<file path="config.mk">
export PLATFORM = sky130hd
export DESIGN_NAME = cal_eeprom_spi_resp
export DESIGN_NICKNAME = d
export VERILOG_FILES = /design/src/rtl/cal_eeprom_spi_resp.sv
export SDC_FILE = /design/constraint.sdc
export NUM_CORES = 1
export LEC_CHECK = 0
export BUFFER_PORTS_ARGS = -buffer_cell sky130_fd_sc_hd__buf_2
export CAP_MARGIN = 30
export CORE_ASPECT_RATIO = 1.25
export CORE_MARGIN = 4
export CORE_UTILIZATION = 30
export CTS_BUF_LIST = sky130_fd_sc_hd__clkbuf_4
export CTS_CLUSTER_DIAMETER = 40
export DETAILED_ROUTE_END_ITERATION = 12
export PLACE_DENSITY = 0.41
export SLEW_MARGIN = 25
export SYNTH_ARGS = -nofsm -noshare
export SYNTH_HDL_FRONTEND = slang
export SYNTH_SLANG_ARGS = --single-unit
export TNS_END_PERCENT = 20
</file>
<file path="constraint.sdc">
create_clock -name clk -period 3.7 [get_ports clk]
set_input_delay 0.185 -clock clk [delete_from_list [all_inputs] [get_ports clk]]
set_output_delay 0.185 -clock clk [all_outputs]
set_load 0.1 [all_outputs]
</file>
<file path="src/rtl/cal_eeprom_spi_resp.sv">
// SPI mode-0 responder backed by a 64x8 calibration EEPROM model.
// Reads are answered in the low byte of the next frame's MISO word.
module cal_eeprom_spi_resp #(
  parameter int ADDR_W = 6,
  parameter int DATA_W = 8
) (
  input  logic clk,
  input  logic rst_n,
  input  logic SS_n,
  input  logic SCLK,
  input  logic MOSI,
  output logic MISO,
  output logic wr_pulse,
  output logic rd_pulse,
  output logic frame_err
);

  localparam int FRAME_W = 2 + ADDR_W + DATA_W;
  localparam int CNT_W   = $clog2(FRAME_W + 1);
  localparam int DEPTH   = 2 ** ADDR_W;

  typedef enum logic [1:0] {
    IDLE,
    ACTIVE,
    DECODE,
    DONE
  } state_e;

  state_e               state_q, state_d;
  logic [2:0]           ss_q, ss_d;
  logic [2:0]           sclk_q, sclk_d;
  logic [1:0]           mosi_q, mosi_d;
  logic [CNT_W-1:0]     bit_cnt_q, bit_cnt_d;
  logic [FRAME_W-1:0]   rx_q, rx_d;
  logic [FRAME_W-1:0]   tx_q, tx_d;
  logic [FRAME_W-1:0]   resp_q, resp_d;
  logic                 wr_q, wr_d;
  logic                 rd_q, rd_d;
  logic                 err_q, err_d;
  logic                 mem_we;
  logic [DATA_W-1:0]    mem [DEPTH];

  logic                 ss_fall;
  logic                 ss_rise;
  logic                 ss_hi;
  logic                 sclk_rise;
  logic                 sclk_fall;
  logic                 mosi_s;
  logic [1:0]           op;
  logic [ADDR_W-1:0]    addr;
  logic [DATA_W-1:0]    wdata;

  always_comb begin
    ss_d   = {ss_q[1:0], SS_n};
    sclk_d = {sclk_q[1:0], SCLK};
    mosi_d = {mosi_q[0], MOSI};
  end

  // Stage [1] is the synchronized level; stage [2] is its one-clk history.
  assign ss_hi     = ss_q[1];
  assign ss_fall   = ss_q[2] & ~ss_q[1];
  assign ss_rise   = ~ss_q[2] & ss_q[1];
  assign sclk_rise = ~sclk_q[2] & sclk_q[1];
  assign sclk_fall = sclk_q[2] & ~sclk_q[1];
  assign mosi_s    = mosi_q[1];

  assign op    = rx_q[FRAME_W-1 -: 2];
  assign addr  = rx_q[FRAME_W-3 -: ADDR_W];
  assign wdata = rx_q[DATA_W-1:0];

  always_comb begin
    state_d   = state_q;
    bit_cnt_d = bit_cnt_q;
    rx_d      = rx_q;
    tx_d      = tx_q;
    resp_d    = resp_q;
    wr_d      = 1'b0;
    rd_d      = 1'b0;
    err_d     = 1'b0;
    mem_we    = 1'b0;
    unique case (state_q)
      IDLE: begin
        if (ss_fall) begin
          state_d   = ACTIVE;
          bit_cnt_d = '0;
          tx_d      = resp_q;
        end
      end
      ACTIVE: begin
        if (sclk_rise) begin
          rx_d = {rx_q[FRAME_W-2:0], mosi_s};
          if (bit_cnt_q != CNT_W'(FRAME_W)) begin
            bit_cnt_d = bit_cnt_q + 1'b1;
          end
        end else if (sclk_fall) begin
          tx_d = {tx_q[FRAME_W-2:0], 1'b0};
        end
        // A final SCLK rise beats a coincident SS_n rise.
        if (sclk_rise && bit_cnt_q == CNT_W'(FRAME_W - 1)) begin
          state_d = DECODE;
        end else if (ss_rise) begin
          state_d = IDLE;
          err_d   = 1'b1;
        end
      end
      DECODE: begin
        state_d = DONE;
        unique case (1'b1)
          (op == 2'b01): begin
            mem_we = 1'b1;
            wr_d   = 1'b1;
            resp_d = '0;
          end
          (op == 2'b00): begin
            resp_d = {{(FRAME_W-DATA_W){1'b0}}, mem[addr]};
            rd_d   = 1'b1;
          end
          default: begin
            resp_d = '0;
          end
        endcase
      end
      DONE: begin
        // Level test: the SS_n rise may have landed during DECODE.
        if (ss_hi) begin
          state_d = IDLE;
        end
      end
      default: begin
        state_d = IDLE;
      end
    endcase
  end

  always_ff @(posedge clk or negedge rst_n) begin
    if (!rst_n) begin
      state_q   <= IDLE;
      ss_q      <= '1;
      sclk_q    <= '0;
      mosi_q    <= '0;
      bit_cnt_q <= '0;
      rx_q      <= '0;
      tx_q      <= '0;
      resp_q    <= '0;
      wr_q      <= 1'b0;
      rd_q      <= 1'b0;
      err_q     <= 1'b0;
    end else begin
      state_q   <= state_d;
      ss_q      <= ss_d;
      sclk_q    <= sclk_d;
      mosi_q    <= mosi_d;
      bit_cnt_q <= bit_cnt_d;
      rx_q      <= rx_d;
      tx_q      <= tx_d;
      resp_q    <= resp_d;
      wr_q      <= wr_d;
      rd_q      <= rd_d;
      err_q     <= err_d;
    end
  end

  // Nonvolatile model: contents survive reset.
  always_ff @(posedge clk) begin
    if (mem_we) begin
      mem[addr] <= wdata;
    end
  end

  assign MISO      = (state_q == ACTIVE) & tx_q[FRAME_W-1];
  assign wr_pulse  = wr_q;
  assign rd_pulse  = rd_q;
  assign frame_err = err_q;

endmodule

</file>
Yosys cells after proc, flatten, opt, wreduce, memory -nomap -nowiden
Memories as Yosys holds them, arrays and structs flattened.
Cells that the tools add are included.
- add/subtract/negate cells: 1
- eq/ne operators: 13
- multiplexer cells: 23
- bitwise gates (word level): 9
- reductions and logical operators: 8
- operators with widths (cell ; number):
    $mux W16 ; 3
    $pmux W16 S2 ; 1
    $mux W5 ; 3
    $ne A2 B2 Y1 const B ; 6
    $pmux W5 S2 ; 1
    $mux W1 ; 9
    $mux W2 ; 4
    $mux W8 ; 1
    $pmux W2 S4 ; 1
    $reduce_and A4 Y1 ; 2
    $add A5 B1 Y5 const B ; 1
    $and A1 B1 Y1 ; 5
    $eq A5 B4 Y1 const B ; 1
    $ne A5 B5 Y1 const B ; 1
    $eq A2 B1 Y1 const B ; 2
    $eq A2 B2 Y1 const B ; 2
    $logic_not A2 Y1 ; 2
    $not A1 Y1 ; 4
    $ne A3 B3 Y1 const B ; 1
    $reduce_and A3 Y1 ; 1
    $reduce_and A2 Y1 ; 1
    $reduce_bool A2 Y1 ; 1
    $logic_and A1 B1 Y1 ; 1
- flip-flop bits (word level): 66
- bits in writable memories: 512
- output and inout bits: 4
- logic and storage cells: 66
- memories kept: 1
- memories (name ; words ; width ; rd ports ; clocked after Yosys merged registers in ; wr ports ; line ; RTL):
    mem ; 64 ; 8 ; 1 ; 0 ; 1 ; 41 ; logic [DATA_W-1:0] mem [DEPTH];

Logic depth before layout (Yosys ltp)
Gate-level depths: netlist of run 1.
- depth after elaboration: 5
- depth in mapped cells: 9
- depth with buffers taken out: 8

Least setup slack after synthesis of run 1
Ideal clock, no wire load.
- path type: register to register
- from: register state_q[0]
- to: memory mem[60][0] (enable)
- data arrival time: 1.869 ns
- data required time: 3.329 ns
- slack: 1.460 ns
- stages on the path, launching flop included: 8
- clock period less this slack: 2.240 ns
- path through: dfrtp_1 -> clkbuf_1 -> nand2b_1 -> clkbuf_1 -> nor3b_1 -> and2_1 -> nand2_1 -> nor2_1
- longest elaborated chain between the ends: 4
- ends and longest elaborated chain (element ; line ; RTL):
    start, declared ; 29 ; state_e state_q, state_d;
    start signal, assigned ; 149 ; state_q <= state_d;
    $eq A2 B2 Y1 ; 81 ; unique case (state_q)
    $mux W1 ; 81 ;
    net mem_we ; 40 ; logic mem_we;
    $mux W1 ; 165 ; if (mem_we) begin
    $mux W1 (not written as such) ; 166 ; mem[addr] <= wdata;
    end, declared ; 41 ;
The timed path passes the listed nets, and every way through them passes these cells.

Worst setup path after layout of run 1
- from: register rx_q[10]
- to: register resp_q[3]
- longest elaborated chain between the ends: 2
- ends and longest elaborated chain (element ; line ; RTL):
    start, declared ; 34 ; logic [FRAME_W-1:0] rx_q, rx_d;
    start signal, assigned ; 154 ; rx_q <= rx_d;
    $mem_v2 Z64 W8 ; -- ;
    $mux W8 ; 108 ; unique case (1'b1)
    end signal, assigned ; 156 ; resp_q <= resp_d;
    end, declared ; 36 ; logic [FRAME_W-1:0] resp_q, resp_d;
Every way passes these cells.
A chain may end at the register's enable or synchronous reset.

==> results of run 1 <==
==> timing repair <==
| item | in CTS | in global routing |
|---|---|---|
| endpoints found under the setup margin | 0 | 0 |
| hold buffers | 9 | 0 |
| hold endpoints to repair | 58 | 0 |
==> power breakdown <==
group / switching, mW / total [mW] / leakage, nW / internal (mW)
Sequential: 0.339 / 8.11 / 5.35 / 7.77
Combinational: 1.03 / 1.38 / 2.35 / 0.352
Clock: 2.61 / 5.85 / 1.22 / 3.24
Total: 3.97 / 15.3 / 8.92 / 11.4
==> cells by family (layout without fill, tap and decap cells) <==
| logic type | Yosys count | in the layout | synth area share (%) |
|---|---|---|---|
| AND/OR/NAND/NOR | 258 | 258 | 5.073 |
| adder cells (fa/ha/maj) | 3 | 3 | 0.1669 |
| flip-flops | 570 | 570 | 74.82 |
| buffers and inverters | 146 | 480 | 3.148 |
| multiplexers | 146 | 146 | 6.809 |
| other | 0 | 2 | 0 |
| XOR/XNOR | 2 | 2 | 0.07789 |
| AO/OA/AOI/OAI | 293 | 293 | 9.902 |
==> area by class of cell <==
type	instances	area share, %
antenna	2	0.01885
inverter	48	0.6788
timing repair buffer	158	4.827
sequential	570	63.46
multi-input combinational	702	18.71
clock inverter	38	1.061
clock buffer	236	6.675
tap	969	4.568
==> registers in the layout (all words and copies together), names as in the netlist, named ones only <==
| name | cells |
|---|---|
| sclk_q | 3 |
| mosi_q | 2 |
| bit_cnt_q | 5 |
| tx_q | 16 |
| frame_err | 1 |
| resp_q | 8 |
| mem | 512 |
| state_q | 1 |
| rx_q | 16 |
| ss_q | 3 |
| rd_pulse | 1 |
| wr_pulse | 1 |
==> synth_stat cells, types with 5 or more instances <==
master / count / share of area, %
sky130_fd_sc_hd__o31ai_1: 23 / 0.77
sky130_fd_sc_hd__edfxtp_1: 512 / 68
sky130_fd_sc_hd__a22oi_1: 7 / 0.23
sky130_fd_sc_hd__a221oi_2: 5 / 0.33
sky130_fd_sc_hd__o2111ai_1: 7 / 0.27
sky130_fd_sc_hd__o22ai_1: 70 / 1.9
sky130_fd_sc_hd__and2_1: 7 / 0.19
sky130_fd_sc_hd__buf_6: 8 / 0.40
sky130_fd_sc_hd__a31oi_1: 8 / 0.22
sky130_fd_sc_hd__o21ai_1: 9 / 0.20
sky130_fd_sc_hd__buf_2: 44 / 0.98
sky130_fd_sc_hd__a22o_1: 5 / 0.19
sky130_fd_sc_hd__o32ai_1: 42 / 1.6
sky130_fd_sc_hd__mux2i_1: 126 / 5.6
sky130_fd_sc_hd__clkbuf_1: 30 / 0.50
sky130_fd_sc_hd__inv_1: 48 / 0.80
sky130_fd_sc_hd__nand2b_1: 6 / 0.17
sky130_fd_sc_hd__buf_4: 12 / 0.40
sky130_fd_sc_hd__a221oi_1: 27 / 1.1
sky130_fd_sc_hd__dfrtp_1: 55 / 6.1
sky130_fd_sc_hd__a21oi_1: 23 / 0.51
sky130_fd_sc_hd__nand2_1: 103 / 1.7
sky130_fd_sc_hd__nor2b_1: 5 / 0.14
sky130_fd_sc_hd__mux2_2: 16 / 0.80
sky130_fd_sc_hd__o21ai_0: 18 / 0.40
sky130_fd_sc_hd__nor2_1: 98 / 1.6
sky130_fd_sc_hd__nand3_1: 13 / 0.29
sky130_fd_sc_hd__a221o_1: 42 / 1.9
==> worst paths after layout <==
path | cells after the start | from | end
min | 4 | rst_n | rd_pulse
min reg2reg | 0 | sclk_q[0] | sclk_q[1]
max | 8 | rx_q[10] | resp_q[3]
min in group clk | 0 | sclk_q[0] | sclk_q[1]
max reg2reg | 8 | rx_q[10] | resp_q[3]
max in group asynchronous | 4 | rst_n | rx_q[1]
==> routing by layer <==
layer / vias up / global-route usage (%) / routed length (µm)
met1: 6806 / 19.28 / 26350
met5: - / 0 / 27
met2: 314 / 27.49 / 32470
met3: 111 / 4.198 / 2896
met4: 4 / 6.295 / 1982
li1: 6124 / - / -
==> critical path: stages, from the launching register on <==
cell and delay (ns):
sky130_fd_sc_hd__dfrtp_4 0.67, sky130_fd_sc_hd__buf_12 0.32, sky130_fd_sc_hd__buf_12 0.25, sky130_fd_sc_hd__mux2i_1 0.24
sky130_fd_sc_hd__o22ai_1 0.12, sky130_fd_sc_hd__o31ai_1 0.79, sky130_fd_sc_hd__o2111ai_1 0.34, sky130_fd_sc_hd__nor4bb_1 0.35
sky130_fd_sc_hd__o21ai_1 0.09
==> results.json, run 1 <==
{
  "post-place-cells": 2437,
  "rrSetupSlack_ns": 0.32,
  "drt_drc_violations_left": 0,
  "num_vias": 13359,
  "post_cts.repair.setup_buffers": 0,
  "max-slew-margin-rel_pct": 32.13,
  "type_of_destination_of_the_critical_path": "register",
  "dpl-instance-area_mm2": 0.02437,
  "finish.utilization_pct": 35.61,
  "cts_resized": 0,
  "floorplan.die.width_um": 252.9,
  "fin_worst_hold_slack_ns": 0.2637,
  "gr-usage-all-layers_pct": 16.02,
  "fillCellCount": 7260,
  "detailed_placer_s_ending_hpwl_um": 40330,
  "final_max_slew_viol_count": 0,
  "final_area_mm2": 0.02654,
  "synth.yosys.warnings": 0,
  "cap_violations": 0,
  "max-clock-path-buffers": 3,
  "maximum_frequency_from_static_timing_analysis_mhz": 296.2,
  "dr.pass1.iters": 5,
  "period_share_pct": 91.24,
  "syn_inst": 1418,
  "final_layout_size_suffix_gt1_share_pct": 25.46,
  "die_height_um": 314.1,
  "std_cell_rows": 112,
  "seq_area_frac_synth_pct": 74.82,
  "area_of_the_multi_input_gates_mm2": 0.004967,
  "final_cell_mix": "512 x sky130_fd_sc_hd__edfxtp_1, 236 x sky130_fd_sc_hd__clkbuf_4, 135 x sky130_fd_sc_hd__buf_4, 126 x sky130_fd_sc_hd__mux2i_1, 103 x sky130_fd_sc_hd__nand2_1",
  "synth_seq_cells": 570,
  "grt_antenna_before_repair": 5,
  "hp-class": "input port to async pin",
  "peakVddDrop_uv": 247.0,
  "gp_routability_congestion": 0.7705,
  "clk_latency_ns": 0.97,
  "area_growth_syn_to_layout_pct": 18.01,
  "synth_nets": 1426,
  "floorplan.core_area_mm2": 0.07455,
  "synth.avg_cell_area_um2": 15.86,
  "clock-skew-final_ns": 0.04547,
  "grt_pass1_vias": 13912,
  "initial_core_util_pct": 30.17,
  "result_of_the_run": "finished, final reports clean",
  "antenna_left": 0,
  "detail_route.vias_per_cell": 4.906,
  "cts_tree": "built",
  "synthArstFlopShare_pct": 10.18,
  "synth_edf_count": 512,
  "cts.reportedPaths.clkPinSlew_ns": 0.06,
  "dpl_worst_slack_ns": 0.1976,
  "path_class": "register to register",
  "drt_iter0_drc": 849,
  "layoutNonFillerInstCount": 2723,
  "dominantRegCellSynth": "sky130_fd_sc_hd__edfxtp_1",
  "synthesis.area_mm2": 0.02249,
  "routed_wl_um": 63730,
  "tritoncts.num_buffers": 151,
  "power_mw": 15.34,
  "worst_ep_arrival_time_ns": 4.21,
  "grt_setup_unrepaired": "no",
  "worst_pin_slew_ns": 1.009,
  "cts_max_level": 4,
  "power_per_cell_area_mw_per_mm2": 577.8,
  "final_net_count": 1639,
  "leakage_nw": 8.924,
  "layout_commonest_cell": "sky130_fd_sc_hd__edfxtp_1",
  "timing.critical_path.fanout_max": 35,
  "area_taken_by_flip_flops_and_latches_mm2": 0.01684,
  "grt_start_max_net_pins": 67,
  "wire_length_of_the_first_global_routing_pass_um": 93630,
  "pin_count": 9,
  "detail_route.wl_per_cell_um": 23.40,
  "final_hold_viol_count": 0,
  "fin_crit_ns": 3.376,
  "total_congestion_overflow": 0,
  "die_area_mm2": 0.07945,
  "postLayoutSetupSlackWorst_ns": 0.3242,
  "timing.setup.tns_ns": 0,
  "cp.required_ns": 4.53,
  "place.port_buffers": 8,
  "setup_viol": 0,
  "cts.root.buffer_cell": "sky130_fd_sc_hd__clkbuf_4",
  "cts_num_sinks": 570,
  "category_of_the_worst_setup_path_launch_point": "register",
  "post_synth_num_cell_types": 52
}
No activity file was read; power rests on OpenSTA's default activity.
==> inputs of run 2 (changes only) <==
--- a/config.mk
+++ b/config.mk
@@ -12,8 +12,9 @@
 export CORE_UTILIZATION = 30
 export CTS_BUF_LIST = sky130_fd_sc_hd__clkbuf_4
 export CTS_CLUSTER_DIAMETER = 40
+export CTS_CLUSTER_SIZE = 24
 export DETAILED_ROUTE_END_ITERATION = 12
-export PLACE_DENSITY = 0.41
+export PLACE_DENSITY = 0.49
 export SLEW_MARGIN = 25
 export SYNTH_ARGS = -nofsm -noshare
 export SYNTH_HDL_FRONTEND = slang
==> run 2 against run 1 <==
Net effect: critical path depth down 2; sequential power grew 4.7%; final cell count down 7.3%; worst hold slack gained 0.10 ns; core utilization shrank 1.6 points; routed wire length fell by 11%; sequential share of layout area rose by 3.0 points; first-iteration DRC count is 6.2% higher; maximum frequency is 7.3% higher; critical path type unchanged; largest cell class unchanged; largest power group unchanged.
==> results.json, run 2 (synthesis results as in run 1) <==
{
  "setup_viol": 0,
  "ctsHoldBuffers": 8,
  "worst_pin_slew_ns": 0.8630,
  "cts_max_level": 2,
  "drt_drc_violations_left": 0,
  "floorplan.core_area_mm2": 0.07455,
  "std_cell_rows": 112,
  "maximum_frequency_from_static_timing_analysis_mhz": 317.7,
  "drt_iter0_drc": 902,
  "grt_pass1_vias": 12722,
  "post-place-cells": 2397,
  "grt_setup_unrepaired": "no",
  "post_cts.repair.setup_buffers": 0,
  "final_max_slew_viol_count": 0,
  "clk_latency_ns": 0.92,
  "floorplan.die.width_um": 252.9,
  "die_height_um": 314.1,
  "gr-usage-all-layers_pct": 14.14,
  "cts.reportedPaths.clkPinSlew_ns": 0.16,
  "reg_top3": "mem x512, rx_q x16, tx_q x16",
  "type_of_destination_of_the_critical_path": "register",
  "clock-skew-final_ns": 0.07506,
  "dr.pass1.iters": 5,
  "cts_resized": 0,
  "pin_count": 9,
  "final_layout_size_suffix_gt1_share_pct": 17.33,
  "power_per_cell_area_mw_per_mm2": 537.2,
  "wire_length_of_the_first_global_routing_pass_um": 84440,
  "leakage_nw": 8.122,
  "max-slew-margin-rel_pct": 42.46,
  "peakVddDrop_uv": 282.7,
  "die_area_mm2": 0.07945,
  "fin_worst_hold_slack_ns": 0.3681,
  "period_share_pct": 85.07,
  "total_congestion_overflow": 0,
  "regMostFlops": "mem",
  "initial_core_util_pct": 30.17,
  "cap_violations": 0,
  "fin_crit_ns": 3.147,
  "antenna_left": 0,
  "detail_route.wl_per_cell_um": 22.50,
  "timing.critical_path.cells": "buf_4, o32ai_1, o31ai_1, o2111ai_1, nor4bb_1, o21ai_1",
  "critPathMaxStageDelay_ns": 0.68,
  "result_of_the_run": "finished, final reports clean",
  "cp.buffers_inverters": 1,
  "cts_tree": "built",
  "detailed_placer_s_ending_hpwl_um": 35710,
  "gp_routability_congestion": 0.8367,
  "layoutNonFillerInstCount": 2524,
  "final_hold_viol_count": 0,
  "final_net_count": 1507,
  "worst_ep_arrival_time_ns": 3.92,
  "hp-class": "register to register",
  "place.port_buffers": 8,
  "final_cell_mix": "512 x sky130_fd_sc_hd__edfxtp_1, 126 x sky130_fd_sc_hd__mux2i_1, 103 x sky130_fd_sc_hd__nand2_1, 98 x sky130_fd_sc_hd__nor2_1, 95 x sky130_fd_sc_hd__buf_4",
  "detail_route.vias_per_cell": 4.981,
  "cts_num_sinks": 570,
  "area_growth_syn_to_layout_pct": 12.76,
  "max-clock-path-buffers": 3,
  "path_class": "register to register",
  "category_of_the_worst_setup_path_launch_point": "register",
  "routed_wl_um": 56800,
  "timing.critical_path.fanout_max": 81,
  "layout_commonest_cell": "sky130_fd_sc_hd__edfxtp_1",
  "largest_register_ff_count": 512,
  "grt_antenna_before_repair": 3,
  "grt_start_max_net_pins": 82,
  "num_vias": 12571,
  "cts.root.buffer_cell": "sky130_fd_sc_hd__clkbuf_4",
  "crit_family": "compound AO/OA/AOI/OAI gates",
  "cpMaxStageDelayCell": "sky130_fd_sc_hd__buf_4",
  "cp.required_ns": 4.47,
  "timing.setup.tns_ns": 0,
  "tritoncts.num_buffers": 61
}
## run 2: changes by cell type in the layout (fill, tap and decap cells not counted), moves of 5 or more
cell / before / now
sky130_fd_sc_hd__clkinv_1: 26 / 2
sky130_fd_sc_hd__clkbuf_4: 236 / 63
sky130_fd_sc_hd__dfrtp_4: 1 / 6
sky130_fd_sc_hd__clkinv_8: 0 / 12
sky130_fd_sc_hd__inv_8: 0 / 10
sky130_fd_sc_hd__inv_6: 0 / 5
sky130_fd_sc_hd__dfrtp_2: 9 / 4
sky130_fd_sc_hd__buf_4: 135 / 95
## run 2: path summary, 6_finish.rpt
path	endpoint	cells after the start	startpoint	slack [ns]
worst max-delay path	resp_q[3]	6	rx_q[9]	0.55
worst min-delay path	sclk_q[1]	0	sclk_q[0]	0.37
worst max register to register	resp_q[3]	6	rx_q[9]	0.55
worst min register to register	sclk_q[1]	0	sclk_q[0]	0.37
max in group asynchronous	rx_q[13]	5	rst_n	2.23
min in group asynchronous	rx_q[6]	3	rst_n	0.45
## run 2: per-layer routing
layer  track usage (%)  share of wire [%]
met5                 0                  0
met4             4.565                2.9
met3             2.363                4.1
met2             25.02                 52
met1             17.64                 41
## run 2: area by class of cell
class	instances	area, µm²
Antenna cell	3	7.507
Clock buffer	63	473.0
Clock inverter	53	738.2
Fill cell	7232	49190
Inverter	48	180.2
Multi-Input combinational cell	702	4966
Sequential cell	570	16860
Tap cell	969	1212
Timing Repair Buffer	116	928.4
## run 2: where the power goes
group / leakage, nW / internal [mW] / switching [mW]
Clock: 0.630 / 1.69 / 2.54
Sequential: 5.35 / 7.77 / 0.718
Combinational: 2.14 / 0.303 / 0.604
Total: 8.12 / 9.77 / 3.86
## run 2: stage by stage
step	utilization (%)	total power, mW	area [µm²]	worst slack [ns]
finish	34.02	13.62	25360	0.5526
global route	34.01	14.19	25360	0.3746
CTS	34.01	13.82	25360	0.4605
detailed placement	32.28	9.595	24060	0.5388
global placement	32.23	9.558	24030	0.5514
floorplan	-	8.815	22490	1.460
==> inputs of run 3 (changes only) <==
--- a/config.mk
+++ b/config.mk
@@ -14,6 +14,7 @@
 export CTS_CLUSTER_DIAMETER = 40
 export CTS_CLUSTER_SIZE = 24
 export DETAILED_ROUTE_END_ITERATION = 12
+export MAX_ROUTING_LAYER = met4
 export PLACE_DENSITY = 0.49
 export SLEW_MARGIN = 25
 export SYNTH_ARGS = -nofsm -noshare
==> constraint.sdc (replaced) <==
create_clock -name clk -period 3.5 [get_ports clk]
set_input_delay 0.175 -clock clk [delete_from_list [all_inputs] [get_ports clk]]
set_output_delay 0.175 -clock clk [all_outputs]
set_load 0.1 [all_outputs]
==> run 3 against run 2 <==
Net effect: power grew 4.9%; critical path depth grew 1; design area grew 0.52%; count of clock-buffer cells in the layout grew 13; flip-flop and latch count is the same; via count grew 3.2%; non-clock buffer count grew 31; core utilization grew 0.18 points; clock skew grew 0.020 ns; critical path type unchanged.
==> results.json, run 3 (synthesis results as in run 1) <==
{
  "worst_r2r_path_depth": 7,
  "internal_power_mw": 10.20,
  "std_cell_rows": 112,
  "area_growth_syn_to_layout_pct": 13.35,
  "fillCellCount": 7208,
  "max-slew-margin-rel_pct": 33.61,
  "regToRegStartpoint": "rx_q[9]",
  "dpl_worst_slack_ns": 0.3969,
  "category_of_the_worst_setup_path_launch_point": "register",
  "timing.critical_path.fanout_max": 21,
  "worst_ep_arrival_time_ns": 3.90,
  "gp_routability_congestion": 0.8933,
  "detail_route.wl_per_cell_um": 23.91,
  "regMostFlops": "mem",
  "clock_power_share_pct": 29.5,
  "cts_num_sinks": 570,
  "maximum_frequency_from_static_timing_analysis_mhz": 315.2,
  "place.port_buffers": 8,
  "floorplan.core_area_mm2": 0.07455,
  "power_frac_comb_pct": 10.6,
  "max-clock-path-buffers": 3,
  "initial_core_util_pct": 30.17,
  "critPathMaxStageDelay_ns": 0.74,
  "final_hold_viol_count": 0,
  "num_vias": 12977,
  "ctsHoldBuffers": 9,
  "area_taken_by_flip_flops_and_latches_mm2": 0.01685,
  "power_per_cell_area_mw_per_mm2": 560.8,
  "timing.hold.worst_path_depth": 0,
  "switching_share_pct": 28.66,
  "timing.setup.tns_ns": 0,
  "tritoncts.num_buffers": 69,
  "grt_setup_unrepaired": "no",
  "timing.critical_path.cells": "nand2b_1, buf_4, buf_4, o22ai_1, o21ai_0, nor4bb_1, o21ai_1",
  "cpMaxStageDelayCell": "sky130_fd_sc_hd__o21ai_0",
  "post_cts.repair.setup_buffers": 0,
  "clk_latency_ns": 0.88,
  "cts.root.buffer_cell": "sky130_fd_sc_hd__clkbuf_4",
  "cts_tree": "built",
  "largest_register_ff_count": 512,
  "cts_max_level": 3,
  "clock-skew-final_ns": 0.09533,
  "p_sw_mw": 4.098,
  "grt_antenna_before_repair": 2,
  "wire_length_of_the_first_global_routing_pass_um": 90230,
  "cap_violations": 0,
  "total_congestion_overflow": 0,
  "final_layout_size_suffix_gt1_share_pct": 19.62,
  "hp-class": "register to register",
  "antenna_left": 0,
  "power_frac_seq_pct": 59.9,
  "setup_viol": 0,
  "dr.pass1.iters": 5,
  "path_common_cell": "sky130_fd_sc_hd__buf_4",
  "final_max_slew_viol_count": 0,
  "leakage_nw": 8.220,
  "floorplan.die.width_um": 252.9,
  "worst_pin_slew_ns": 0.9958,
  "type_of_destination_of_the_critical_path": "register",
  "hp-start": "sclk_q[0]",
  "path_class": "register to register",
  "final_cell_mix": "512 x sky130_fd_sc_hd__edfxtp_1, 126 x sky130_fd_sc_hd__mux2i_1, 126 x sky130_fd_sc_hd__buf_4, 103 x sky130_fd_sc_hd__nand2_1, 98 x sky130_fd_sc_hd__nor2_1",
  "reg_top3": "mem x512, rx_q x16, tx_q x16",
  "peakVddDrop_uv": 379.7,
  "gr-usage-all-layers_pct": 15.79,
  "detailed_placer_s_ending_hpwl_um": 39430,
  "fin_crit_ns": 3.172,
  "result_of_the_run": "finished, final reports clean",
  "pin_count": 9,
  "layout_commonest_cell": "sky130_fd_sc_hd__edfxtp_1",
  "routed_wl_um": 61330,
  "drt_drc_violations_left": 0,
  "final_net_count": 1546,
  "area_of_the_multi_input_gates_mm2": 0.004966,
  "grt_start_max_net_pins": 67,
  "grt_pass1_vias": 13061,
  "critPathLaunch": "rx_q[9]",
  "postLayoutSetupSlackWorst_ns": 0.3277,
  "period_share_pct": 90.64,
  "drt_iter0_drc": 1168,
  "die_area_mm2": 0.07945,
  "die_height_um": 314.1,
  "detail_route.vias_per_cell": 5.059,
  "cp.required_ns": 4.22,
  "cts.reportedPaths.clkPinSlew_ns": 0.13,
  "cts_resized": 0
}
==> run 3: power by group through the flow <==
stage | clock network, mW | logic (mW) | registers, mW
3_5_place_dp | 0 | 1.47 | 8.79
3_3_place_gp | 0 | 1.37 | 8.83
6_report | 4.21 | 1.52 | 8.56
2_1_floorplan | 0 | 0.555 | 8.76
4_1_cts | 4.37 | 1.48 | 8.63
5_1_grt | 4.65 | 1.64 | 8.60
==> run 3: per-layer routing <==
| metal | track usage, % | wire, µm | vias to the layer above |
|---|---|---|---|
| met3 | 1.901 | 2504 | 104 |
| li1 | - | - | 5839 |
| met5 | - | 0 | - |
| met2 | 26.87 | 31440 | 348 |
| met1 | 19.31 | 25220 | 6686 |
| met4 | 6.145 | 2164 | 0 |
==> run 3: path summary, 6_finish.rpt <==
check	endpoint	slack, ns
max reg2reg	resp_q[4]	0.33
max	resp_q[4]	0.33
min reg2reg	sclk_q[1]	0.35
min	sclk_q[1]	0.35
min in group asynchronous	resp_q[7]	0.45
max in group asynchronous	rx_q[12]	2.70
==> run 3: cell type report <==
type                            count  area share [%]
Sequential cell                   570           66.08
Multi-Input combinational cell    702           19.48
Tap cell                          969           4.755
Timing Repair Buffer              147           4.574
Clock buffer                       76           2.238
Clock inverter                     52           2.159
Inverter                           48          0.7067
Antenna cell                        1        0.009815
==> run 3: stage by stage <==
stage | util, % | hold slack [ns] | power, mW | instances | instance area [µm²]
2_1_floorplan | - | -0.1206 | 9.318 | 1418 | 22490
5_1_grt | 34.20 | 0.3704 | 14.90 | 2565 | 25500
3_3_place_gp | 32.50 | 0.2133 | 10.20 | 2425 | 24230
4_1_cts | 34.17 | 0.3488 | 14.48 | 2563 | 25470
3_5_place_dp | 32.53 | 0.2265 | 10.26 | 2426 | 24250
6_report | 34.20 | 0.3545 | 14.30 | 2565 | 25500
==> run 3: worst max-delay path: cells and delay by family (launching register included) <==
family,cells,cell delay [ns]
compound gates,3,0.95
simple gates,2,0.90
flops,1,0.66
buf+inv,2,0.53
